File: src/rtl/reg_file8x16_if.sv
`default_nettype none
// ============================================================================
// Module   : reg_file8x16_if
// Brief    : Bus bundle for the 8x16 register file.
//            Carries the load vector, write data, read selects and read results.
// Revision : 1.0
// ============================================================================
interface reg_file8x16_if #(
    parameter int DW = 16
);
    logic [7:0]    ld;
    logic [DW-1:0] d_in;
    logic [2:0]    s_addr;
    logic [2:0]    r_addr;
    logic [DW-1:0] s_out;
    logic [DW-1:0] r_out;
    logic [7:0]    wr_cnt;
    logic          ld_err;

    modport master (
        output ld, d_in, s_addr, r_addr,
        input  s_out, r_out, wr_cnt, ld_err
    );

    modport slave (
        input  ld, d_in, s_addr, r_addr,
        output s_out, r_out, wr_cnt, ld_err
    );
endinterface
`default_nettype wire

File: src/rtl/reg_file8x16.sv
`default_nettype none
// ============================================================================
// Module   : reg_file8x16
// Brief    : 8-entry x DW-bit register file with two registered read ports,
//            write-first bypass, a write counter and a sticky multi-hot flag.
// Revision : 1.0
// ============================================================================
module reg_file8x16 #(
    parameter int DW   = 16,
    parameter int NREG = 8
) (
    input  wire logic        clk,
    input  wire logic        reset,
    reg_file8x16_if.slave    bus
);
    localparam logic [7:0] c_LD_ONE = 8'd1;
    localparam logic [7:0] c_CNT_INC = 8'd1;

    logic [DW-1:0] r_mem [NREG];
    logic [DW-1:0] r_s_out;
    logic [DW-1:0] r_r_out;
    logic [7:0]    r_wr_cnt;
    logic          r_ld_err;

    logic          w_any;
    logic          w_onehot;
    logic          w_valid;
    logic          w_illegal;
    logic [DW-1:0] w_s_data;
    logic [DW-1:0] w_r_data;

    // Clearing the lowest set bit leaves zero only for a single-bit vector.
    always_comb begin
        w_any     = (bus.ld != 8'h00);
        w_onehot  = ((bus.ld & (bus.ld - c_LD_ONE)) == 8'h00);
        w_valid   = w_any && w_onehot;
        w_illegal = w_any && !w_onehot;
    end

    // Write-first: a port reading the register being written sees d_in.
    always_comb begin
        w_s_data = r_mem[bus.s_addr];
        w_r_data = r_mem[bus.r_addr];
        if (w_valid && bus.ld[bus.s_addr]) begin
            w_s_data = bus.d_in;
        end
        if (w_valid && bus.ld[bus.r_addr]) begin
            w_r_data = bus.d_in;
        end
    end

    always_ff @(posedge clk) begin
        if (reset) begin
            for (int i = 0; i < NREG; i++) begin
                r_mem[i] <= '0;
            end
            r_s_out  <= '0;
            r_r_out  <= '0;
            r_wr_cnt <= '0;
            r_ld_err <= 1'b0;
        end else begin
            r_s_out <= w_s_data;
            r_r_out <= w_r_data;
            if (w_valid) begin
                for (int i = 0; i < NREG; i++) begin
                    if (bus.ld[i]) begin
                        r_mem[i] <= bus.d_in;
                    end
                end
                r_wr_cnt <= r_wr_cnt + c_CNT_INC;
            end
            if (w_illegal) begin
                r_ld_err <= 1'b1;
            end
        end
    end

    assign bus.s_out  = r_s_out;
    assign bus.r_out  = r_r_out;
    assign bus.wr_cnt = r_wr_cnt;
    assign bus.ld_err = r_ld_err;
endmodule
`default_nettype wire

File: src/flat_wrapper.sv
// flat-port wrapper written by rule: the top's interface ports become plain ports
module reg_file8x16_flat 
#(
    parameter int DW   = 16,
    parameter int NREG = 8
)
  (clk, reset, bus_ld, bus_d_in, bus_s_addr, bus_r_addr, bus_s_out, bus_r_out, bus_wr_cnt, bus_ld_err);
  reg_file8x16_if #(.DW(DW)) bus_i ();
  input  wire logic clk;
  input  wire logic reset;
  input wire logic [$bits(bus_i.ld)-1:0] bus_ld;
  input wire logic [$bits(bus_i.d_in)-1:0] bus_d_in;
  input wire logic [$bits(bus_i.s_addr)-1:0] bus_s_addr;
  input wire logic [$bits(bus_i.r_addr)-1:0] bus_r_addr;
  output wire logic [$bits(bus_i.s_out)-1:0] bus_s_out;
  output wire logic [$bits(bus_i.r_out)-1:0] bus_r_out;
  output wire logic [$bits(bus_i.wr_cnt)-1:0] bus_wr_cnt;
  output wire logic [$bits(bus_i.ld_err)-1:0] bus_ld_err;
  assign bus_i.ld = bus_ld;
  assign bus_i.d_in = bus_d_in;
  assign bus_i.s_addr = bus_s_addr;
  assign bus_i.r_addr = bus_r_addr;
  assign bus_s_out = bus_i.s_out;
  assign bus_r_out = bus_i.r_out;
  assign bus_wr_cnt = bus_i.wr_cnt;
  assign bus_ld_err = bus_i.ld_err;
  reg_file8x16 #(.DW(DW), .NREG(NREG)) u_core (.clk(clk), .reset(reset), .bus(bus_i));
endmodule
File: config.mk
export PLATFORM = sky130hd
export DESIGN_NAME = reg_file8x16_flat
export DESIGN_NICKNAME = d
export VERILOG_FILES = /design/src/rtl/reg_file8x16_if.sv /design/src/rtl/reg_file8x16.sv /design/src/flat_wrapper.sv
export SDC_FILE = /design/constraint.sdc
export NUM_CORES = 1
export LEC_CHECK = 0
export ABC_CLOCK_PERIOD_IN_PS = 7100
export CELL_PAD_IN_SITES_DETAIL_PLACEMENT = 2
export CELL_PAD_IN_SITES_GLOBAL_PLACEMENT = 2
export CORE_UTILIZATION = 30
export CTS_CLUSTER_SIZE = 10
export DETAILED_ROUTE_END_ITERATION = 10
export PLACE_DENSITY_LB_ADDON = 0.3
export SYNTH_ARGS = -nofsm -noshare
export SYNTH_HDL_FRONTEND = slang
export SYNTH_SLANG_ARGS = --single-unit
File: constraint.sdc
create_clock -name clk -period 7.1 [get_ports clk]
set_clock_uncertainty 0.1 [all_clocks]
set_input_delay 1.42 -clock clk [delete_from_list [all_inputs] [get_ports clk]]
set_output_delay 1.42 -clock clk [all_outputs]
set_load 0.005 [all_outputs]
; Yosys cells after proc, flatten, opt, wreduce, memory -nomap -nowiden
; Memory sizes are Yosys's and may differ from the RTL's.
; Cells that the tools add are included.
[op_classes]
n_addsub = 2
n_lt_le_gt_ge = 2
n_mux = 48
n_bitwise = 9
reduce_logical = 7
[op_table]
columns = cell, n
row1 = $mux 16, 10
row2 = $mux 1, 36
row3 = $add 8x1->8 const B, 1
row4 = $and 8x8->8, 1
row5 = $logic_not 8->1, 1
row6 = $lt 3x4->1 const B, 2
row7 = $or 1x1->1, 8
row8 = $reduce_bool 8->1, 1
row9 = $sub 8x1->8 const B, 1
row10 = $bmux 1 s3, 2
row11 = $logic_and 1x1->1, 4
row12 = $logic_not 1->1, 1
[word_totals]
ff_bits = 41
ram_bits = 128
in_bits = 32
output_inout_bits = 41
wordCells = 73
memories = 1
[memory_table]
columns = name, words, width, read_ports, rd_ports_with_merged_regs, write_ports, line
row1 = u_core.r_mem, 8, 16, 2, 0, 8, reg_file8x16.sv:19  ; logic [DW-1:0] r_mem [NREG];

; Longest topological paths before layout
; Gate-level depths: netlist of run 1.
[depth]
ltp_word = 8
mapped_depth = 7
mapped_depth_nobuf = 6

; Worst setup path before layout of run 1
; Ideal clock, no wire load.
[synth_timing]
path_type = in2reg
start = in bus_ld[2]
end = mem u_core.r_mem[1][0], enable pin
setup_time_ns = 0.375
arrival_time_ns = 3.013
required_time_ns = 6.625
setup_slack_ns = 3.612
cell_stages = 6
path_buffers = 1
path_cell_list = or4_4 > a21oi_2 > a21o_1 > buf_6 > nand3_1 > nand2b_1
[synth_lines]
columns = element, line
row1 = "start, declared", flat_wrapper.sv:11  ; input wire logic [$bits(bus_i.ld)-1:0] bus_ld;
row2 = "end, declared", reg_file8x16.sv:19

==> flow_metrics.py, run 1 <==
metrics = {
    "outcome": {
        "status": "completed",
    },
    "routing": {
        "via_per_inst": 5.18,
        "postRouteAntennaNets": 0,
        "detail_route.first_pass.iterations": 4,
        "remaining_drc_errors": 0,
        "detailedRoute.firstIterationViolations": 401,
        "wirelength_mm": 23.5,
        "route.detailed.wl_per_inst_um": 23.7,
        "detailroute.via_count": 5133,
    },
    "logic_synthesis": {
        "fraction_of_synthesized_cell_area_in_xor_and_xnor_cells": 0.00106,
        "asyncSetResetFlopFracSynth": 0,
        "synth_area_leader_cell": "sky130_fd_sc_hd__edfxtp_1",
        "dominant_combinational_cell_family_by_area_after_synthesis": "multiplexers",
        "post_synth_inst_count": 577,
        "number_of_distinct_standard_cells_referenced_by_the_synthesized_netlist": 34,
        "synthDominantCellAreaShare": 0.465,
        "ys_seq_elements": 169,
        "ys_warn_count": 0,
        "post_synth_fa_ha_maj_area_fraction": 0.00272,
        "muxShareOfSynthArea": 0.279,
        "avgSynthCellArea_um2": 14.3,
        "complex_gate_fraction_of_the_synthesized_area": 0.0179,
        "seq_area_frac_synth": 0.564,
        "dominantRegCellSynth": "sky130_fd_sc_hd__edfxtp_1",
        "postSynthNetCount": 610,
        "synth_enable_flop_cells": 128,
        "synth_simple_gate_area_share": 0.105,
        "post_synth_main_area_contributors": "sky130_fd_sc_hd__edfxtp_1, sky130_fd_sc_hd__mux4_2, sky130_fd_sc_hd__dfxtp_1, sky130_fd_sc_hd__nor2_1, sky130_fd_sc_hd__mux2i_1",
        "mappedNetlistArea_um2": 8270,
    },
    "setup_path": {
        "timing_worst_setup_path_type": "in2reg",
        "worst_ep_required_time_ps": 7040,
        "r2r.worst_path.cells": 4,
        "cp_max_fo": 17,
        "critical-path-slowest-cell": "sky130_fd_sc_hd__nand2b_1",
        "timing.critical_path.arrival_ps": 4640,
        "critical_path.reg2reg.startpoint": "u_core.r_mem[1][11]$_SDFFCE_PN0P_",
        "endpoint_kind": "register",
        "critical_path_cell_by_cell": "clkdlybuf4s50_1 > or4_4 > nor2_1 > a21o_1 > nand3_1 > nand2b_1",
        "worstSetupStartpoint": "bus_ld[3]",
        "path_buf_inv": 1,
        "regToRegEndpoint": "u_core.bus.s_out[11]$_SDFF_PP0_",
        "worst-r2r-setup-slack_ps": 5370,
        "critical_path.startpoint_type": "input port",
        "worst_path_largest_cell_delay_ps": 880,
        "cpLargestDelayFamily": "simple AND/OR/NAND/NOR gates",
    },
    "grt": {
        "leftover_overflow_at_the_end_of_global_routing": 0,
        "grt_max_degree": 66,
        "grt_util_met3": 0.0247,
        "global_route.peak_usage_layer": "met2",
        "antenna_found_initial": 1,
        "global_route.usage.met1": 0.250,
        "grtUsageTotal": 0.175,
        "first_global_vias": 5655,
        "grt_first_pass_wirelength_mm": 36.0,
        "use_met2": 0.279,
    },
    "sta": {
        "grt_setup_unrepaired": "false",
        "fin_tns_setup_ps": 0,
        "setup_viol": 0,
        "max_freq_mhz": 213,
        "max_slew_margin": 0.283,
        "drv_slew": 0,
        "hold_viol": 0,
        "fin_crit_sh": 0.661,
        "finalCriticalPeriod_ps": 4690,
        "worst_slew_pin_slew_ps": 1070,
    },
    "clock_tree": {
        "clock_tree.buffer_depth": 2,
        "cts_tree": "built",
        "cts_root_buffer": "sky130_fd_sc_hd__clkbuf_16",
        "cts_num_sinks": 169,
        "postCtsHoldBufs": 0,
        "post_cts.repair.setup_buffers": 0,
        "clk-insertion-delay-late_ps": 420,
        "cts_buffers": 17,
        "cts.reportedPaths.clkPinSlew_ps": 70,
        "count_of_instances_resized_after_the_clock_tree_is_built": 0,
        "h_tree_depth": 4,
    },
    "placement": {
        "place.detailed.instances": 959,
        "dpl.hpwl_mm": 16.4,
        "placement.io_buffers": 72,
        "place.gp.congestion": 0.757,
    },
    "layout": {
        "fin_cells": 990,
        "area.growth.synth_to_final_pct": 18.4,
        "final_common_cell": "sky130_fd_sc_hd__nor2_1",
        "layout.core_utilization": 0.362,
        "num-nets-final": 670,
        "layout-drive-gt1-share": 0.220,
        "antenna_cells_inserted": 0,
        "mostFrequentLayoutCells": "sky130_fd_sc_hd__nor2_1, sky130_fd_sc_hd__edfxtp_1, sky130_fd_sc_hd__clkdlybuf4s50_1, sky130_fd_sc_hd__mux4_2, sky130_fd_sc_hd__dfxtp_1",
        "final.fill_count": 2726,
    },
    "hold_path": {
        "whs_path_cells": 2,
        "hold_path_class": "reg2reg",
        "whs_endpoint": "u_core.bus.wr_cnt[7]$_SDFFE_PP0N_",
        "worstHoldStart": "u_core.bus.wr_cnt[7]$_SDFFE_PP0N_",
    },
    "floorplan": {
        "top_level_port_count": 73,
        "fp.dieH_um": 168,
        "rows": 60,
        "die-width_um": 168,
        "placeable_core_region_um2": 27000,
        "initial_utilization": 0.306,
        "die_outline_area_um2": 28200,
    },
    "pwr": {
        "power.static_leakage_nw": 3.49,
        "power-per-cell-area_nw_per_um2": 236,
        "highest_ir_drop_seen_on_vdd_mv": 0.0958,
    },
    "job": {
        "drv_cap": 0,
    },
}
tightest hold or removal path: stages, from the launching register on:
cell and delay [ps]:
sky130_fd_sc_hd__dfxtp_1 320, sky130_fd_sc_hd__o21ai_0 70, sky130_fd_sc_hd__a21oi_1 60
metrics by stage:
step,power (mW),cell area (um^2),setup slack [ps],hold WS [ps]
final,2.31,9790,2410,399
after floorplan,1.36,8270,3610,374
after global routing,2.39,9790,2150,416
after CTS,2.33,9790,2340,403
after detailed placement,1.49,9270,1880,391
after global placement,1.48,9270,2010,373
per-layer routing:
metal  share of wire  wire length, um
met1            0.47            11000
met2            0.48            11300
met3           0.042              989
met4          0.0066              155
met5         0.00055               13
where the power goes:
part / leakage [nW] / switching [mW] / total [mW] / internal (mW)
combinational: 1.67 / 0.146 / 0.304 / 0.159
clock: 0.255 / 0.378 / 0.838 / 0.461
sequential: 1.56 / 0.0354 / 1.17 / 1.13
total: 3.49 / 0.559 / 2.31 / 1.75
cell usage after synthesis, drive strengths merged (2+ instances only):
cell type  number
or3             7
inv            18
buf            17
clkbuf         21
dfxtp          41
nand3          15
or4             2
mux2           34
a21o            2
nand2           5
mux2i          32
a41o            2
edfxtp        128
mux4           68
nand2b         22
o21ai           8
a21oi          11
nor2          134
logic make-up (layout without fill, tap and decap cells):
group,Yosys count,after routing
adder cells (fa/ha/maj),2,2
buffers and inverters,56,128
AO/OA/AOI/OAI,25,25
AND/OR/NAND/NOR,190,190
flip-flops,169,169
multiplexers,134,134
XOR/XNOR,1,1
area by class of cell:
| type | count | area, um^2 | area share |
|---|---|---|---|
| timing repair buffer | 79 | 758 | 0.0775 |
| sequential | 169 | 4660 | 0.477 |
| tap | 341 | 427 | 0.0436 |
| clock buffer | 22 | 464 | 0.0474 |
| inverter | 18 | 67.6 | 0.00690 |
| multi-input combinational | 352 | 3360 | 0.343 |
| clock inverter | 9 | 50.0 | 0.00511 |
state kept, by name (all words and copies together) (netlist names):
| name | cells |
|---|---|
| u_core.bus.ld_err | 1 |
| u_core.bus.r_out | 16 |
| u_core.bus.s_out | 16 |
| u_core.bus.wr_cnt | 8 |
| u_core.r_mem | 128 |
how the worst max path moves through the flow:
stage	end	slack, ps	cells after the start
after floorplan	u_core.r_mem[1][0]$_SDFFCE_PN0P_	3610	6
final	u_core.r_mem[4][9]$_SDFFCE_PN0P_	2410	6
after CTS	u_core.r_mem[4][7]$_SDFFCE_PN0P_	2340	6
after global routing	u_core.r_mem[4][8]$_SDFFCE_PN0P_	2150	6
after global placement	u_core.r_mem[4][7]$_SDFFCE_PN0P_	2010	6
after detailed placement	u_core.r_mem[4][13]$_SDFFCE_PN0P_	1880	6
No activity file was read; power rests on OpenSTA's default activity.
==> run 2, diff against run 1 <==
--- a/config.mk
+++ b/config.mk
@@ -5,7 +5,7 @@
 export SDC_FILE = /design/constraint.sdc
 export NUM_CORES = 1
 export LEC_CHECK = 0
-export ABC_CLOCK_PERIOD_IN_PS = 7100
+export ABC_CLOCK_PERIOD_IN_PS = 4520
 export CELL_PAD_IN_SITES_DETAIL_PLACEMENT = 2
 export CELL_PAD_IN_SITES_GLOBAL_PLACEMENT = 2
 export CORE_UTILIZATION = 30
==> constraint.sdc (replaced) <==
create_clock -name clk -period 4.52 [get_ports clk]
set_clock_uncertainty 0.1 [all_clocks]
set_input_delay 0.904 -clock clk [delete_from_list [all_inputs] [get_ports clk]]
set_output_delay 0.904 -clock clk [all_outputs]
set_load 0.005 [all_outputs]
==> run 2 against run 1 <==
Combinational power increased by 64%. Routed wire length is 4.3% higher. Cell area is 2.5% higher. Global-route usage grew 0.64 points. Cell count rose by 1.5%. Critical path depth is the same. Sequential cell count unchanged. Core utilization is 0.92 points higher. Hold slack better by 12 ps.
==> flow_metrics.py, run 2 (synthesized netlist as in run 1, its figures left out) <==
metrics = {
    "pwr": {
        "p_int_mw": 2.96,
        "highest_ir_drop_seen_on_vdd_mv": 0.270,
        "p_sw_uw": 909,
        "power-per-cell-area_nw_per_um2": 385,
        "netSwitchingFraction": 0.235,
        "clock_power_share": 0.399,
        "power.sequential.fraction": 0.472,
        "power.static_leakage_nw": 3.62,
        "combinationalPowerShare": 0.129,
    },
    "sta": {
        "max_slew_margin": 0.307,
        "hold_viol": 0,
        "setup_viol": 0,
        "finalWorstSetupSlack_ps": 951,
        "worst_slew_pin_slew_ps": 1040,
        "fin_crit_sh": 0.790,
        "drv_slew": 0,
        "max_freq_mhz": 280,
        "finalCriticalPeriod_ps": 3570,
        "grt_setup_unrepaired": "false",
        "fin_tns_setup_ps": 0,
    },
    "routing": {
        "postRouteAntennaNets": 0,
        "wirelength_mm": 24.5,
        "via_per_inst": 5.24,
        "route.detailed.wl_per_inst_um": 24.4,
        "detailroute.via_count": 5270,
        "remaining_drc_errors": 0,
        "detailedRoute.firstIterationViolations": 368,
        "detail_route.first_pass.iterations": 4,
    },
    "clock_tree": {
        "h_tree_depth": 4,
        "count_of_instances_resized_after_the_clock_tree_is_built": 0,
        "cts.reportedPaths.clkPinSlew_ps": 70,
        "cts_num_sinks": 169,
        "cts_tree": "built",
        "clk-insertion-delay-late_ps": 430,
        "cts_root_buffer": "sky130_fd_sc_hd__clkbuf_16",
        "post_cts.repair.setup_buffers": 0,
        "clock_tree.buffer_depth": 2,
        "postCtsHoldBufs": 0,
        "cts_buffers": 17,
    },
    "placement": {
        "dpl.hpwl_mm": 16.0,
        "detailedPlace.worstSlack_ps": 524,
        "placement.io_buffers": 72,
        "place.gp.congestion": 0.772,
        "cell_area_placed_um2": 9400,
    },
    "floorplan": {
        "rows": 60,
        "die-width_um": 168,
        "fp.dieH_um": 168,
        "top_level_port_count": 73,
        "initial_utilization": 0.306,
        "die_outline_area_um2": 28200,
        "placeable_core_region_um2": 27000,
    },
    "setup_path": {
        "critical-path-slowest-cell": "sky130_fd_sc_hd__nand2b_1",
        "worstSetupStartpoint": "bus_ld[2]",
        "worst_path_largest_cell_delay_ps": 700,
        "cp_max_fo": 16,
        "critical_path.reg2reg.startpoint": "u_core.r_mem[3][11]$_SDFFCE_PN0P_",
        "worst_ep_required_time_ps": 4470,
        "critical_path_cell_by_cell": "clkdlybuf4s50_1 > or4_4 > nor2_1 > a21o_1 > nand3_1 > nand2b_1",
        "endpoint_kind": "register",
        "worstSetupEndpoint": "u_core.r_mem[2][10]$_SDFFCE_PN0P_",
        "timing_worst_setup_path_type": "in2reg",
        "worst-r2r-setup-slack_ps": 2800,
        "critical_path.startpoint_type": "input port",
        "timing.critical_path.arrival_ps": 3520,
        "r2r.worst_path.cells": 4,
        "regToRegEndpoint": "u_core.bus.s_out[11]$_SDFF_PP0_",
    },
    "layout": {
        "mostFrequentLayoutCells": "sky130_fd_sc_hd__nor2_1, sky130_fd_sc_hd__edfxtp_1, sky130_fd_sc_hd__clkdlybuf4s50_1, sky130_fd_sc_hd__mux4_2, sky130_fd_sc_hd__dfxtp_1",
        "final_common_cell": "sky130_fd_sc_hd__nor2_1",
        "num-nets-final": 684,
        "layout-drive-gt1-share": 0.241,
        "final.fill_count": 2704,
        "area.growth.synth_to_final_pct": 21.4,
        "antenna_cells_inserted": 0,
        "largest-register": "u_core.r_mem",
        "number_of_flip_flops_in_the_largest_register": 128,
        "final_area_um2": 10000,
    },
    "grt": {
        "grtUsageTotal": 0.181,
        "grt_first_pass_wirelength_mm": 37.0,
        "leftover_overflow_at_the_end_of_global_routing": 0,
        "antenna_found_initial": 0,
        "grt_max_degree": 50,
        "first_global_vias": 5776,
    },
    "job": {
        "drv_cap": 0,
    },
    "outcome": {
        "status": "completed",
    },
    "hold_path": {
        "hold_path_class": "reg2reg",
    },
}
[run 2: changes by cell type in the layout (fill, tap and decap cells not counted), sizes merged]
cell      previous run  this run
buf                 10        24
bufinv               0         1
clkbuf              22        25
clkinv               6         3
clkinvlp             1         0
inv                 20        21
[run 2: per-stage QoR]
step                power [mW]  std cells  hold WS [ps]  utilization
floorplan                 2.13        577           374            -
global placement          2.33        973           371        0.348
detailed placement        2.36        973           405        0.348
CTS                       3.90       1005           415        0.371
global route              4.00       1005           446        0.371
finish                    3.87       1005           411        0.371
[run 2: area by class of cell]
type	instances	area, um^2	share of cell area
Sequential cell	169	4660	0.465
Multi-Input combinational cell	352	3360	0.334
Timing Repair Buffer	93	888	0.0885
Clock buffer	25	561	0.0559
Tap cell	341	427	0.0425
Clock inverter	7	71.3	0.00711
Inverter	18	67.6	0.00673
[run 2: routing by layer]
| metal | up-vias | track usage | routed length (um) |
|---|---|---|---|
| li1 | 2311 | - | - |
| met1 | 2804 | 0.250 | 11200 |
| met2 | 138 | 0.299 | 12100 |
| met3 | 17 | 0.0299 | 949 |
| met4 | 0 | 0.0387 | 218 |
| met5 | - | 0 | 0 |
[run 2: worst min-delay path by stage]
stage                                      startpoint                           endpoint  cells after the start
global placement    u_core.bus.wr_cnt[7]$_SDFFE_PP0N_  u_core.bus.wr_cnt[7]$_SDFFE_PP0N_                      2
global route        u_core.bus.wr_cnt[7]$_SDFFE_PP0N_  u_core.bus.wr_cnt[7]$_SDFFE_PP0N_                      2
floorplan           u_core.bus.wr_cnt[7]$_SDFFE_PP0N_  u_core.bus.wr_cnt[7]$_SDFFE_PP0N_                      2
CTS                 u_core.bus.wr_cnt[6]$_SDFFE_PP0N_  u_core.bus.wr_cnt[6]$_SDFFE_PP0N_                      2
finish              u_core.bus.wr_cnt[6]$_SDFFE_PP0N_  u_core.bus.wr_cnt[6]$_SDFFE_PP0N_                      2
detailed placement  u_core.bus.wr_cnt[6]$_SDFFE_PP0N_  u_core.bus.wr_cnt[6]$_SDFFE_PP0N_                      2
[run 2: power by group through the flow]
stage | sequential, mW | combinational (mW) | clock (mW)
floorplan | 1.84 | 0.289 | 0
global route | 1.83 | 0.530 | 1.63
finish | 1.82 | 0.499 | 1.54
global placement | 1.84 | 0.486 | 0
CTS | 1.82 | 0.505 | 1.57
detailed placement | 1.86 | 0.500 | 0
[run 2: critical path: cells and delay by family]
kind	cells	cell delay (ps)
simple gates	4	1680
buf+inv	1	540
compound gates	1	380
==> run 3, diff against run 2 <==
--- a/config.mk
+++ b/config.mk
@@ -5,7 +5,7 @@
 export SDC_FILE = /design/constraint.sdc
 export NUM_CORES = 1
 export LEC_CHECK = 0
-export ABC_CLOCK_PERIOD_IN_PS = 4520
+export ABC_CLOCK_PERIOD_IN_PS = 3650
 export CELL_PAD_IN_SITES_DETAIL_PLACEMENT = 2
 export CELL_PAD_IN_SITES_GLOBAL_PLACEMENT = 2
 export CORE_UTILIZATION = 30
==> constraint.sdc (replaced) <==
create_clock -name clk -period 3.65 [get_ports clk]
set_clock_uncertainty 0.1 [all_clocks]
set_input_delay 0.73 -clock clk [delete_from_list [all_inputs] [get_ports clk]]
set_output_delay 0.73 -clock clk [all_outputs]
set_load 0.005 [all_outputs]
==> run 3 against run 2 <==
Routed wire length decreased by 3.6%. First-iteration DRC count is 15% lower. Combinational power increased by 24%. Register-to-register slack lost 900 ps. Non-clock buffer count up 5. Clock power increased by 24%. Via count fell by 1.2%. Critical path depth stayed put. Worst setup slack got worse by 410 ps. Sequential share of layout area fell by 0.29 points.
==> flow_metrics.py, run 3 (synthesized netlist as in run 1, its figures left out) <==
metrics = {
    "outcome": {
        "status": "completed",
    },
    "clock_tree": {
        "cts_num_sinks": 169,
        "count_of_instances_resized_after_the_clock_tree_is_built": 0,
        "post_cts.repair.setup_buffers": 0,
        "cts_buffers": 17,
        "postCtsHoldBufs": 0,
        "cts_tree": "built",
        "cts_root_buffer": "sky130_fd_sc_hd__clkbuf_16",
        "cts.reportedPaths.clkPinSlew_ps": 70,
        "h_tree_depth": 4,
        "clock_tree.buffer_depth": 2,
        "clk-insertion-delay-late_ps": 430,
    },
    "pwr": {
        "highest_ir_drop_seen_on_vdd_mv": 0.350,
        "power.static_leakage_nw": 3.65,
        "power-per-cell-area_nw_per_um2": 474,
    },
    "setup_path": {
        "timing_worst_setup_path_type": "in2reg",
        "critical-path-slowest-cell": "sky130_fd_sc_hd__or4_4",
        "critical_path.startpoint_type": "input port",
        "worst_ep_required_time_ps": 3860,
        "worstSetupEndpoint": "u_core.bus.r_out[11]$_SDFF_PP0_",
        "endpoint_kind": "register",
        "worst_path_largest_cell_delay_ps": 610,
        "critical_path.reg2reg.startpoint": "u_core.r_mem[3][11]$_SDFFCE_PN0P_",
        "worstSetupStartpoint": "bus_ld[2]",
        "cp_max_fo": 16,
        "worst-r2r-setup-slack_ps": 1900,
        "r2r.worst_path.cells": 4,
        "regToRegEndpoint": "u_core.bus.r_out[11]$_SDFF_PP0_",
        "timing.critical_path.arrival_ps": 3320,
        "critical_path_cell_by_cell": "clkdlybuf4s50_1 > or4_4 > a21oi_2 > a21o_1 > nand3_4 > mux2_4",
    },
    "sta": {
        "max_slew_margin": 0.409,
        "finalCriticalPeriod_ps": 3110,
        "hold_viol": 0,
        "worst_slew_pin_slew_ps": 887,
        "fin_crit_sh": 0.852,
        "final.hold.worst_slack_ps": 413,
        "setup_viol": 0,
        "fin_tns_setup_ps": 0,
        "grt_setup_unrepaired": "false",
        "max_freq_mhz": 322,
        "drv_slew": 0,
        "finalWorstSetupSlack_ps": 541,
    },
    "routing": {
        "detailedRoute.firstIterationViolations": 312,
        "remaining_drc_errors": 0,
        "detailroute.via_count": 5206,
        "wirelength_mm": 23.6,
        "via_per_inst": 5.15,
        "postRouteAntennaNets": 0,
        "route.detailed.wl_per_inst_um": 23.4,
        "detail_route.first_pass.iterations": 4,
    },
    "floorplan": {
        "initial_utilization": 0.306,
        "die-width_um": 168,
        "rows": 60,
        "placeable_core_region_um2": 27000,
        "fp.dieH_um": 168,
        "top_level_port_count": 73,
        "die_outline_area_um2": 28200,
    },
    "grt": {
        "leftover_overflow_at_the_end_of_global_routing": 0,
        "first_global_vias": 5788,
        "grt_max_degree": 45,
        "grtUsageTotal": 0.177,
        "grt_first_pass_wirelength_mm": 36.4,
        "antenna_found_initial": 0,
    },
    "layout": {
        "mostFrequentLayoutCells": "sky130_fd_sc_hd__nor2_1, sky130_fd_sc_hd__edfxtp_1, sky130_fd_sc_hd__clkdlybuf4s50_1, sky130_fd_sc_hd__mux4_2, sky130_fd_sc_hd__dfxtp_1",
        "largest-register": "u_core.r_mem",
        "antenna_cells_inserted": 0,
        "area.growth.synth_to_final_pct": 22.1,
        "num-nets-final": 689,
        "final_common_cell": "sky130_fd_sc_hd__nor2_1",
        "layout-drive-gt1-share": 0.250,
        "number_of_flip_flops_in_the_largest_register": 128,
    },
    "job": {
        "drv_cap": 0,
    },
    "hold_path": {
        "whs_path_cells": 2,
        "hold_path_class": "reg2reg",
    },
    "placement": {
        "dpl.hpwl_mm": 16.1,
        "detailedPlace.worstSlack_ps": 56.9,
        "place.gp.congestion": 0.766,
        "placement.io_buffers": 72,
    },
}
[run 3: worst min path at each step]
stage               slack (ps)                                end                               from
global placement           370  u_core.bus.wr_cnt[7]$_SDFFE_PP0N_  u_core.bus.wr_cnt[7]$_SDFFE_PP0N_
finish                     410  u_core.bus.wr_cnt[7]$_SDFFE_PP0N_  u_core.bus.wr_cnt[7]$_SDFFE_PP0N_
detailed placement         400  u_core.bus.wr_cnt[7]$_SDFFE_PP0N_  u_core.bus.wr_cnt[7]$_SDFFE_PP0N_
global route               440  u_core.bus.wr_cnt[7]$_SDFFE_PP0N_  u_core.bus.wr_cnt[7]$_SDFFE_PP0N_
floorplan                  370  u_core.bus.wr_cnt[7]$_SDFFE_PP0N_  u_core.bus.wr_cnt[7]$_SDFFE_PP0N_
CTS                        420  u_core.bus.wr_cnt[7]$_SDFFE_PP0N_  u_core.bus.wr_cnt[7]$_SDFFE_PP0N_
[run 3: final cells by class]
cell class	count	area (um^2)
well taps	341	427
flip-flops and latches	169	4660
multi-input cells	352	3360
fillers	2729	16900
inverters	18	67.6
clock inverters	12	164
clock buffers	20	457
repair buffers	98	963
[run 3: power by group]
| group | switching [mW] | internal, mW | total [mW] |
|---|---|---|---|
| Clock | 0.784 | 1.13 | 1.91 |
| Combinational | 0.292 | 0.327 | 0.619 |
| Sequential | 0.0617 | 2.20 | 2.26 |
[run 3: metal layers]
metal | vias to the layer above | share of wire | global-route usage
met2 | 104 | 0.49 | 0.291
li1 | 2321 | - | -
met4 | 0 | 0.0068 | 0.0447
met1 | 2771 | 0.46 | 0.245
met3 | 10 | 0.041 | 0.0268
met5 | - | 0 | 0
[run 3: metrics by stage]
stage | instance area, um^2 | std cells | power (mW) | util
detailed placement | 9480 | 978 | 2.93 | 0.351
global placement | 9480 | 978 | 2.89 | 0.351
finish | 10100 | 1010 | 4.79 | 0.374
floorplan | 8270 | 577 | 2.64 | -
global route | 10100 | 1010 | 4.95 | 0.374
CTS | 10100 | 1010 | 4.84 | 0.374
[run 3: worst max-delay path, delay by kind of cell]
| kind | cells | cell delay [ps] |
|---|---|---|
| AO/OA/AOI/OAI | 2 | 570 |
| buffers and inverters | 1 | 540 |
| multiplexers | 1 | 430 |
| AND/OR/NAND/NOR | 2 | 1030 |
